===== src/rtl/rc4_crack_core.sv =====
// RC4 decrypt engine: S-box init, key scheduling and keystream/XOR, run as one FSM.
// It owns the ports of the external S RAM, the ciphertext ROM and the plaintext RAM.
// Optionally stops at the first byte that is not a lowercase letter or a space.
module rc4_crack_core #(
  parameter int KEY_BYTES = 3,
  parameter int MSG_LEN   = 32,
  parameter int MSG_AW    = 5,
  parameter int CHECK_EN  = 1
) (
  input  logic                   clk,
  input  logic                   reset,
  input  logic                   start,
  input  logic [8*KEY_BYTES-1:0] key,
  output logic                   busy,
  output logic                   done,
  output logic                   pass,
  output logic [7:0]             s_addr,
  output logic [7:0]             s_wrdata,
  output logic                   s_wren,
  input  logic [7:0]             s_rddata,
  output logic [MSG_AW-1:0]      enc_addr,
  input  logic [7:0]             enc_rddata,
  output logic [MSG_AW-1:0]      dec_addr,
  output logic [7:0]             dec_wrdata,
  output logic                   dec_wren
);

  typedef enum logic [2:0] {S_IDLE, S_INIT, S_KSA, S_PRGA, S_DONE} state_t;

  localparam logic [MSG_AW:0] LastK = (MSG_AW + 1)'(MSG_LEN - 1);

  state_t                 state_q;
  logic [3:0]             phase_q;
  logic [7:0]             i_q, j_q, si_q, sj_q;
  logic [MSG_AW:0]        k_q;
  logic [8*KEY_BYTES-1:0] keyrot_q;
  logic                   busy_q, done_q, pass_q;
  logic [7:0]             s_addr_q, s_wrdata_q;
  logic                   s_wren_q;
  logic [MSG_AW-1:0]      enc_addr_q, dec_addr_q;
  logic [7:0]             dec_wrdata_q;
  logic                   dec_wren_q;

  logic [7:0] key_byte_d, j_d, plain_d;
  logic       reject_d;

  // Shared datapath: next j for both schedules, and the plaintext byte with its check.
  always_comb begin
    // NOTE: every combinational output gets a default first so no latch can be inferred.
    key_byte_d = keyrot_q[8*KEY_BYTES-1 -: 8];
    j_d        = j_q + s_rddata + ((state_q == S_KSA) ? key_byte_d : 8'd0);
    plain_d    = s_rddata ^ enc_rddata;
    reject_d   = (CHECK_EN != 0) &&
                 !(((plain_d >= 8'h61) && (plain_d <= 8'h7A)) || (plain_d == 8'h20));
  end

  // Main FSM; every port is driven from a register.
  always_ff @(posedge clk) begin
    if (reset) begin
      state_q      <= S_IDLE;
      phase_q      <= '0;
      i_q          <= '0;
      j_q          <= '0;
      si_q         <= '0;
      sj_q         <= '0;
      k_q          <= '0;
      keyrot_q     <= '0;
      busy_q       <= 1'b0;
      done_q       <= 1'b0;
      pass_q       <= 1'b0;
      s_addr_q     <= '0;
      s_wrdata_q   <= '0;
      s_wren_q     <= 1'b0;
      enc_addr_q   <= '0;
      dec_addr_q   <= '0;
      dec_wrdata_q <= '0;
      dec_wren_q   <= 1'b0;
    end else begin
      // NOTE: state is updated with non-blocking assignments so every branch sees
      // the values from the start of the cycle, independent of statement order.
      s_wren_q   <= 1'b0;
      dec_wren_q <= 1'b0;
      case (state_q)
        S_IDLE, S_DONE: begin
          if (busy_q) begin
            // Last plaintext write has been presented; now report completion.
            busy_q <= 1'b0;
            done_q <= 1'b1;
          end else if (start) begin
            state_q  <= S_INIT;
            busy_q   <= 1'b1;
            done_q   <= 1'b0;
            pass_q   <= 1'b0;
            keyrot_q <= key;
            i_q      <= '0;
          end
        end
        S_INIT: begin
          s_addr_q   <= i_q;
          s_wrdata_q <= i_q;
          s_wren_q   <= 1'b1;
          i_q        <= i_q + 8'd1;
          if (i_q == 8'hFF) begin
            state_q <= S_KSA;
            phase_q <= '0;
            j_q     <= '0;
          end
        end
        S_KSA: begin
          phase_q <= (phase_q == 4'd5) ? 4'd0 : phase_q + 4'd1;
          case (phase_q)
            4'd0: s_addr_q <= i_q;
            4'd2: begin
              si_q     <= s_rddata;
              j_q      <= j_d;
              s_addr_q <= j_d;
              // Rotating the key one byte per i yields key[i % KEY_BYTES] MSB-first.
              keyrot_q <= (keyrot_q << 8) | (keyrot_q >> (8*KEY_BYTES - 8));
            end
            4'd4: begin
              sj_q       <= s_rddata;
              s_addr_q   <= i_q;
              s_wrdata_q <= s_rddata;
              s_wren_q   <= 1'b1;
            end
            4'd5: begin
              s_addr_q   <= j_q;
              s_wrdata_q <= si_q;
              s_wren_q   <= 1'b1;
              i_q        <= i_q + 8'd1;
              if (i_q == 8'hFF) begin
                state_q <= S_PRGA;
                i_q     <= '0;
                j_q     <= '0;
                k_q     <= '0;
              end
            end
            default: ;
          endcase
        end
        S_PRGA: begin
          phase_q <= (phase_q == 4'd8) ? 4'd0 : phase_q + 4'd1;
          case (phase_q)
            4'd0: begin
              i_q      <= i_q + 8'd1;
              s_addr_q <= i_q + 8'd1;
            end
            4'd2: begin
              si_q     <= s_rddata;
              j_q      <= j_d;
              s_addr_q <= j_d;
            end
            4'd4: begin
              sj_q       <= s_rddata;
              s_addr_q   <= i_q;
              s_wrdata_q <= s_rddata;
              s_wren_q   <= 1'b1;
            end
            4'd5: begin
              s_addr_q   <= j_q;
              s_wrdata_q <= si_q;
              s_wren_q   <= 1'b1;
            end
            4'd6: begin
              s_addr_q   <= si_q + sj_q;
              enc_addr_q <= k_q[MSG_AW-1:0];
            end
            4'd8: begin
              // The byte is written even when it fails the check.
              dec_addr_q   <= k_q[MSG_AW-1:0];
              dec_wrdata_q <= plain_d;
              dec_wren_q   <= 1'b1;
              k_q          <= k_q + 1'b1;
              if (reject_d) begin
                state_q <= S_DONE;
                pass_q  <= 1'b0;
              end else if (k_q == LastK) begin
                state_q <= S_DONE;
                pass_q  <= 1'b1;
              end
            end
            default: ;
          endcase
        end
        default: state_q <= S_IDLE;
      endcase
    end
  end

  assign busy       = busy_q;
  assign done       = done_q;
  assign pass       = pass_q;
  assign s_addr     = s_addr_q;
  assign s_wrdata   = s_wrdata_q;
  assign s_wren     = s_wren_q;
  assign enc_addr   = enc_addr_q;
  assign dec_addr   = dec_addr_q;
  assign dec_wrdata = dec_wrdata_q;
  assign dec_wren   = dec_wren_q;

endmodule


===== config.mk =====
export PLATFORM = sky130hd
export DESIGN_NAME = rc4_crack_core
export DESIGN_NICKNAME = d
export VERILOG_FILES = /design/src/rtl/rc4_crack_core.sv
export SDC_FILE = /design/constraint.sdc
export NUM_CORES = 1
export LEC_CHECK = 0
export CAP_MARGIN = 10
export CORE_MARGIN = 3
export CORE_UTILIZATION = 50
export CTS_BUF_LIST = sky130_fd_sc_hd__clkbuf_4 sky130_fd_sc_hd__clkbuf_8
export CTS_CLUSTER_DIAMETER = 40
export CTS_CLUSTER_SIZE = 40
export DETAILED_ROUTE_END_ITERATION = 16
export GPL_ROUTABILITY_DRIVEN = 1
export PLACE_DENSITY = 0.72
export SLEW_MARGIN = 10
export SYNTH_ARGS = -nofsm -noshare
export SYNTH_HDL_FRONTEND = slang
export SYNTH_SLANG_ARGS = --single-unit

===== constraint.sdc =====
create_clock -name clk -period 7.7 [get_ports clk]
set_input_delay 1.54 -clock clk [delete_from_list [all_inputs] [get_ports clk]]
set_output_delay 1.54 -clock clk [all_outputs]
set_load 0.01 [all_outputs]

Yosys cells after proc, flatten, opt, wreduce, memory -nomap -nowiden:

Index checks and enable logic that the tools add are counted.

* multiply operators: 0
* multiplexer cells: 49
* div/mod/pow operators: 0
* equal/unequal tests: 26
* order comparisons: 2
* bitwise logic cells: 3
* shift operators: 0
* reduce and logical (&&, ||, !) cells: 30
* add/subtract/negate cells: 6

Operator list (count)
* $mux W24: 3
* $pmux W8 S3: 3
* $mux W8: 8
* $pmux W24 S2: 1
* $pmux W8 S2: 3
* $pmux W8 S5: 1
* $pmux W8 S4: 1
* $add A8 B8 Y8: 3
* $mux W3: 8
* $or A24 B8 Y24: 1
* $mux W6: 3
* $reduce_and A2 Y1: 7
* $eq A4 B3 Y1 const B: 3
* $mux W4: 3
* $pmux W3 S4: 1
* $pmux W4 S3: 1
* $pmux W6 S2: 1
* $mux W1: 10
* $ne A2 B1 Y1 const B: 5
* $reduce_and A5 Y1: 2
* $reduce_bool A2 Y1: 5
* $reduce_or A2 Y1: 5
* $add A8 B1 Y8 const B: 1
* $eq A8 B6 Y1 const B: 1
* other kinds (28): 36

* memories: 0
* input port bits: 43
* ROM bits: 0
* latch bits: 0
* logic and storage cells: 134
* RAM bits: 0
* output and inout bits: 39
* register bits: 108

Logic depth before layout (Yosys ltp):

Gate-level depths: netlist of the first run.

* depth in word-level cells: 7
* mapped depth: 15
* depth with buffers taken out: 13

Least setup slack after synthesis of the first run:

No wires, ideal clock.

* kind: input to register
* start: input port s_rddata[1]
* end: register s_addr_q[5], in the netlist s_addr[5]
* data arrival time: 3.558 ns
* required time: 7.566 ns
* setup time: 0.134 ns
* buffers on the path: 0
* setup slack: 4.008 ns
* cell stages on the path: 10
* path through: fa_1 > ha_1 > inv_1 > fa_1 > nor2b_1 > o31a_1 > a21oi_1 > a311o_1 > o211ai_1 > a211oi_1

* word-level cells in the longest chain between the ends: 4
* elaborated cells on any way between the ends: 5
* classes of those cells: 2 x add/sub; 3 x mux

RTL lines
* start: declaration: line 20 `input logic [7:0] s_rddata,`
* $add A8 B8 Y8 * (2 in series): line 51 `j_d = j_q + s_rddata + ((state_q == S_KSA) ? key_byte_d : 8'd0);`
* $pmux W8 S5 / $pmux W8 S3 (equally long branches): line 143, 111
* $pmux W8 S3 *: line 83 `case (state_q)`
* end signal: assignment: line 146 `s_addr_q <= i_q + 8'd1;`
* end signal: assignment: line 151 `s_addr_q <= j_d;`
* end signal: assignment: line 155 `s_addr_q <= i_q;`
* end: declaration: line 38 `logic [7:0] s_addr_q, s_wrdata_q;`

Mark *: on every way between the ends. The rest lies on a longest branch, timed or not.
A chain may end at the register's enable or synchronous reset.

Worst setup path after layout of the first run:

Ends and elaborated chain as after synthesis.

==> impl_metrics.json, run 1 <==
{
  "cts_tree": "done",
  "finalNetCount": 903,
  "die_width_um": 118,
  "cp_slowest_cell": "fa_1",
  "status": "completed",
  "crit_path_end": "s_addr[5]",
  "p_leak_nw": 2.61,
  "fin_crit_ns": 4.18,
  "yosysWarnings": 0,
  "area_growth_pct": 16.2,
  "root_buffer": "clkbuf_8",
  "netlist_area_sq_um": 6250,
  "finalHoldViolations": 0,
  "first_pass_iters": 6,
  "yosysSeqAreaShare_pct": 34.6,
  "cts_buffer_depth": 2,
  "ys_ff_latch": 108,
  "cts_buffers": 9,
  "drive_above_1_share_pct": 4.67,
  "die-area_sq_um": 13900,
  "first_iter_violations": 538,
  "synthCells": 788,
  "grt_pass1_wl_um": 31600,
  "met2_usage_pct": 45.3,
  "critPathLaunch": "s_rddata[1]",
  "fin_total_pwr_w": 0.00176,
  "syn_nets": 859,
  "synth_top_cell_by_area": "dfxtp_1",
  "initial_utilization_pct": 51.6,
  "ctsHoldBuffers": 0,
  "netSwitchingPower_w": 0.000699,
  "timing.fmax_ghz": 0.239,
  "fin_crit_sh_pct": 54.3,
  "yosysUniqueCellTypes": 67,
  "max_stage_delay_ns": 0.59,
  "end_kind": "flop",
  "dp_hpwl_um": 14400,
  "p_int_w": 0.00106,
  "wirelength_um": 19600,
  "hp-class": "flop to flop",
  "synth-async-reset-ratio_pct": 0,
  "finalCoreUtilization_pct": 59.9,
  "clock_power_share_pct": 21.1,
  "insertion_delay_ns": 0.40,
  "finalSetupViolCount": 0,
  "grt_max_degree": 106,
  "relSlewSlack_pct": 27.0,
  "final_max_slew_viol_count": 0,
  "use_met1_pct": 38.6,
  "io_buffers": 81,
  "track_usage_pct": 28.3,
  "place_ws_ns": 3.11,
  "viasPerCell": 6.00,
  "arrival_ns": 4.50,
  "fin_ws_ns": 3.52,
  "gr-max-usage-layer": "met2",
  "synth_top_area_share_pct": 34.6,
  "worstSetupPathType": "input pin to flop",
  "powerDensity_nw_per_um2": 243,
  "cp_common_cell": "fa_1",
  "use_met3_pct": 6.34,
  "gp_congestion": 0.924,
  "cts_resized": 0,
  "crit_fanout": 5,
  "required_ns": 8.02,
  "io_pins": 82,
  "ff2ff_setup_slack_ns": 3.59,
  "drc_errors": 0,
  "tightest_slew_ns": 1.09,
  "cts_htree_levels": 3,
  "grt_overflow": 0,
  "timing.setup.tns_ns": 0,
  "die_h_um": 118,
  "switching_share_pct": 39.7,
  "clock-sinks": 108,
  "fin_skew_ns": 0.0122,
  "synthFlopType": "dfxtp_1",
  "rsz0062_at_grt": "no",
  "vias": 6029,
  "drv_cap": 0,
  "p_comb_share_pct": 39.4,
  "synth_edf_count": 0,
  "pwr-share-seq_pct": 39.5,
  "regToRegStartpoint": "state_q[2]",
  "r2r_end": "s_addr[4]",
  "post-cts-setup-buffers": 0,
  "fp.coreArea_sq_um": 12100,
  "wl_per_cell_um": 19.5,
  "synth_area_leaders": "dfxtp_1, nand2_1, nor2_1",
  "diodes": 0,
  "startpoint_type": "input pin",
  "syn_area_per_cell_sq_um": 7.93,
  "grt_pass1_vias": 5731,
  "clk_pin_slew_ns": 0.11,
  "rows": 40,
  "r2r_cells": 12,
  "crit_chain": "clkdlybuf4s50_1 > fa_1 > ha_1 > inv_1 > fa_1 > nor2b_1 > o21ai_0 > a21oi_1 > a222oi_1 > o211a_1 > a211oi_1",
  "antenna_found_initial": 0,
  "antenna_left": 0,
  "max-vdd-ir-drop_uv": 203
}
metal layers:
metal  share of wire [%]  up-vias  wire length (um)
met2                  46      208              8990
met5                   0        -                 0
met1                  45     2896              8710
li1                    -     2880                 -
met4                 2.6        0               500
met3                 6.9       45              1360
layout make-up:
type | count | area (sq um)
Fill cell | 1151 | 4850
Multi-Input combinational cell | 611 | 3780
Sequential cell | 108 | 2160
Timing Repair Buffer | 86 | 846
Tap cell | 168 | 210
Clock buffer | 9 | 124
Clock inverter | 6 | 80.1
Inverter | 16 | 60.1
power by group through the flow:
stage	Clock [W]	Sequential, W	Combinational (W)
after global placement	0	0.000703	0.000676
after CTS	0.000383	0.000694	0.000687
final	0.000372	0.000695	0.000694
after global routing	0.000400	0.000704	0.000765
after detailed placement	0	0.000706	0.000686
after floorplan	0	0.000697	0.000479
critical path, delay by kind of cell:
kind	cells	cell delay, ns
buffers and inverters	2	0.62
and+or+nand+nor	1	0.18
adders and majority gates	3	1.20
AOI/OAI and AO/OA	5	0.95
cells by family (layout without fill, tap and decap cells):
group                      count (synthesis)  in the layout  synth area share [%]
and+or+nand+nor                          310            310                  22.6
AOI/OAI and AO/OA                        225            225                  24.0
DFF                                      108            108                  34.6
buffers and inverters                     69            117                  5.00
adders and majority gates                 28             28                  6.69
xor gates and xnor gates                  26             26                  3.64
muxes                                     22             22                  3.56
stage by stage:
| step | hold slack, ns | cell area [sq um] | cells |
|---|---|---|---|
| after floorplan | 0.453 | 6250 | 788 |
| after global placement | 0.446 | 7060 | 989 |
| after detailed placement | 0.450 | 7060 | 989 |
| after CTS | 0.466 | 7260 | 1004 |
| after global routing | 0.486 | 7260 | 1004 |
| final | 0.464 | 7260 | 1004 |
flip-flops by register name (all words and copies together) (netlist names), 5 cells and up:
| register | count |
|---|---|
| dec_addr | 5 |
| dec_wrdata | 8 |
| enc_addr | 5 |
| i_q | 8 |
| j_q | 8 |
| k_q | 6 |
| keyrot_q | 24 |
| s_addr | 8 |
| s_wrdata | 8 |
| si_q | 8 |
| sj_q | 8 |
Yosys cell counts, drive strengths merged (3+ instances only):
cell type    n
buf         29
and2        12
nand3       13
nor2b        6
a211oi      24
o211ai       9
ha          19
nand2      125
xnor2       16
xor2        10
nand4        5
or2          4
o21ai       42
nor3b        3
nand3b       7
nand2b      15
o21bai       3
o31a         3
o211a        4
o31ai        3
a21oi       66
a21o         3
a31oi        7
a22oi       12
o21a         6
clkbuf      24
nor2        97
a222oi       3
nor3        11
a221oi       5
inv         16
dfxtp      108
fa           9
mux2i       20
a311oi      19
o22ai        4
worst min path at each step:
| stage | start | endpoint | slack [ns] | cells past startpoint |
|---|---|---|---|---|
| global placement | dec_addr[0] | dec_addr[0] | 0.45 | 2 |
| finish | dec_addr[0] | dec_addr[0] | 0.46 | 2 |
| floorplan | si_q[0] | si_q[0] | 0.45 | 2 |
| CTS | dec_addr[1] | dec_addr[1] | 0.47 | 2 |
| global route | dec_addr[3] | dec_addr[3] | 0.49 | 2 |
| detailed placement | dec_addr[0] | dec_addr[0] | 0.45 | 2 |
layout by cell type, fill, tap and decap left out, types with 15 or more instances in the layout:
cell / Yosys / layout
inv_1: 16 / 16
mux2i_1: 20 / 20
nor2_1: 96 / 95
nand2b_1: 15 / 15
dfxtp_1: 108 / 108
a21oi_1: 66 / 66
o21ai_0: 42 / 42
xnor2_1: 16 / 16
a211oi_1: 23 / 23
ha_1: 19 / 19
a311oi_1: 19 / 19
nand2_1: 125 / 125
clkdlybuf4s50_1: 0 / 80
No activity file was read; power rests on OpenSTA's default activity.
==> inputs of run 2 (changes only) <==
==> constraint.sdc (replaced) <==
create_clock -name clk -period 4.4 [get_ports clk]
set_input_delay 0.88 -clock clk [delete_from_list [all_inputs] [get_ports clk]]
set_output_delay 0.88 -clock clk [all_outputs]
set_load 0.01 [all_outputs]
==> run 2 against run 1 <==
Flip-flop and latch count unchanged. Clock skew down 0.00074 ns. Critical path type is now flop to flop. Largest cell class unchanged. Sequential power up 76%. Final cell count up 0.30%. Combinational power up 76%.
==> impl_metrics.json, run 2 (synthesis gave the netlist of run 1 again) <==
{
  "status": "completed",
  "hp-class": "flop to flop",
  "root_buffer": "clkbuf_8",
  "r2r_end": "s_addr[5]",
  "finalSetupViolCount": 0,
  "final_common_cell": "nand2_1",
  "first_iter_violations": 722,
  "rows": 40,
  "fin_crit_ns": 3.68,
  "timing.setup.tns_ns": 0,
  "insertion_delay_ns": 0.40,
  "fin_total_pwr_w": 0.00310,
  "cts_tree": "done",
  "cts_resized": 0,
  "relSlewSlack_pct": 46.0,
  "ctsHoldBuffers": 0,
  "wirelength_um": 19300,
  "drc_errors": 0,
  "r2r_cells": 14,
  "min_to": "dec_wrdata[7]",
  "ff2ff_setup_slack_ns": 0.72,
  "io_buffers": 81,
  "die-area_sq_um": 13900,
  "design_area_sq_um": 7280,
  "grt_pass1_vias": 5708,
  "arrival_ns": 3.99,
  "clk_pin_slew_ns": 0.11,
  "vias": 6119,
  "antenna_found_initial": 0,
  "max-vdd-ir-drop_uv": 283,
  "end_kind": "flop",
  "area_growth_pct": 16.5,
  "worstHoldStart": "dec_wrdata[7]",
  "tightest_slew_ns": 0.804,
  "die_width_um": 118,
  "gp_congestion": 0.960,
  "max_stage_delay_ns": 0.57,
  "hold_path_depth": 2,
  "finalHoldViolations": 0,
  "clock-sinks": 108,
  "cts_buffers": 9,
  "regToRegStartpoint": "state_q[2]",
  "startpoint_type": "flop",
  "powerDensity_nw_per_um2": 426,
  "finalCoreUtilization_pct": 60.1,
  "dp_hpwl_um": 14200,
  "rsz0062_at_grt": "no",
  "cp_slowest_cell": "dfxtp_1",
  "timing.fmax_ghz": 0.272,
  "wl_per_cell_um": 19.2,
  "first_pass_iters": 6,
  "post-cts-setup-buffers": 0,
  "finalNetCount": 905,
  "antenna_left": 0,
  "fin_skew_ns": 0.0115,
  "fin_crit_sh_pct": 83.6,
  "whs_ns": 0.467,
  "grt_max_degree": 72,
  "cp_common_cell": "fa_1",
  "required_ns": 4.71,
  "cts_htree_levels": 3,
  "die_h_um": 118,
  "place_area_sq_um": 7070,
  "viasPerCell": 6.08,
  "diodes": 0,
  "cts_buffer_depth": 2,
  "fp.coreArea_sq_um": 12100,
  "worstSetupPathType": "flop to flop",
  "p_leak_nw": 2.62,
  "crit_chain": "nand2b_1 > nor2_1 > buf_4 > and2_1 > fa_1 > ha_1 > inv_1 > fa_1 > nor2b_1 > o21ai_0 > a21oi_1 > a222oi_1 > o211a_1 > a211oi_1",
  "registers.top_by_ff_count": "keyrot_q",
  "most-common-layout-cells": "nand2_1, dfxtp_1, nor2_1, clkdlybuf4s50_1, a21oi_1",
  "drv_cap": 0,
  "crit_fanout": 28,
  "final_max_slew_viol_count": 0,
  "grt_overflow": 0,
  "largest_reg_flops": 24,
  "track_usage_pct": 27.7,
  "grt_pass1_wl_um": 30900,
  "io_pins": 82,
  "drive_above_1_share_pct": 5.01,
  "initial_utilization_pct": 51.6
}
[run 2: cell count changes in the layout (fill, tap and decap cells not counted), sizes merged]
cell and change:
clkbuf +1, clkinvlp -1, clkinv +1, buf +2
[run 2: how the worst max path moves through the flow]
stage,to,slack [ns],from,cells past startpoint
floorplan,s_addr[5],1.24,state_q[0],14
global placement,s_addr[5],0.64,s_rddata[1],11
detailed placement,s_addr[5],0.55,s_rddata[1],11
CTS,s_addr[5],0.77,state_q[2],14
global route,s_addr[7],0.48,state_q[2],14
finish,s_addr[5],0.72,state_q[2],14
[run 2: layer usage]
metal / vias up / track usage (%) / routed length [um] / part of all wire, %
met4: 0 / 7.25 / 400 / 2.1
met2: 265 / 43.2 / 8860 / 46
li1: 2887 / - / - / -
met5: - / 0 / 0 / 0
met3: 36 / 6.82 / 1620 / 8.4
met1: 2931 / 38.5 / 8450 / 44
[run 2: critical path, delay by kind of cell, from the launching register on]
family                     cells  cell delay (ns)
and+or+nand+nor                4             0.65
DFF                            1             0.57
buffers and inverters          2             0.28
adders and majority gates      3             1.08
AOI/OAI and AO/OA              5             0.97
[run 2: layout make-up]
class	instances	area, sq um
Sequential cell	108	2160
Multi-Input combinational cell	611	3780
Clock inverter	6	78.8
Clock buffer	10	131
Inverter	16	60.1
Fill cell	1150	4830
Tap cell	168	210
Timing Repair Buffer	88	861
[run 2: power by group]
part,internal [W],switching [W],leakage (nW),total [W]
Sequential,0.00111,0.000101,0.877,0.00122
Clock,0.000283,0.000378,0.109,0.000660
Combinational,0.000471,0.000752,1.64,0.00122
[run 2: stage by stage]
step | worst slack [ns] | std cells
final | 0.722 | 1007
after global placement | 0.639 | 991
after global routing | 0.477 | 1007
after CTS | 0.766 | 1007
after detailed placement | 0.555 | 991
after floorplan | 1.24 | 788
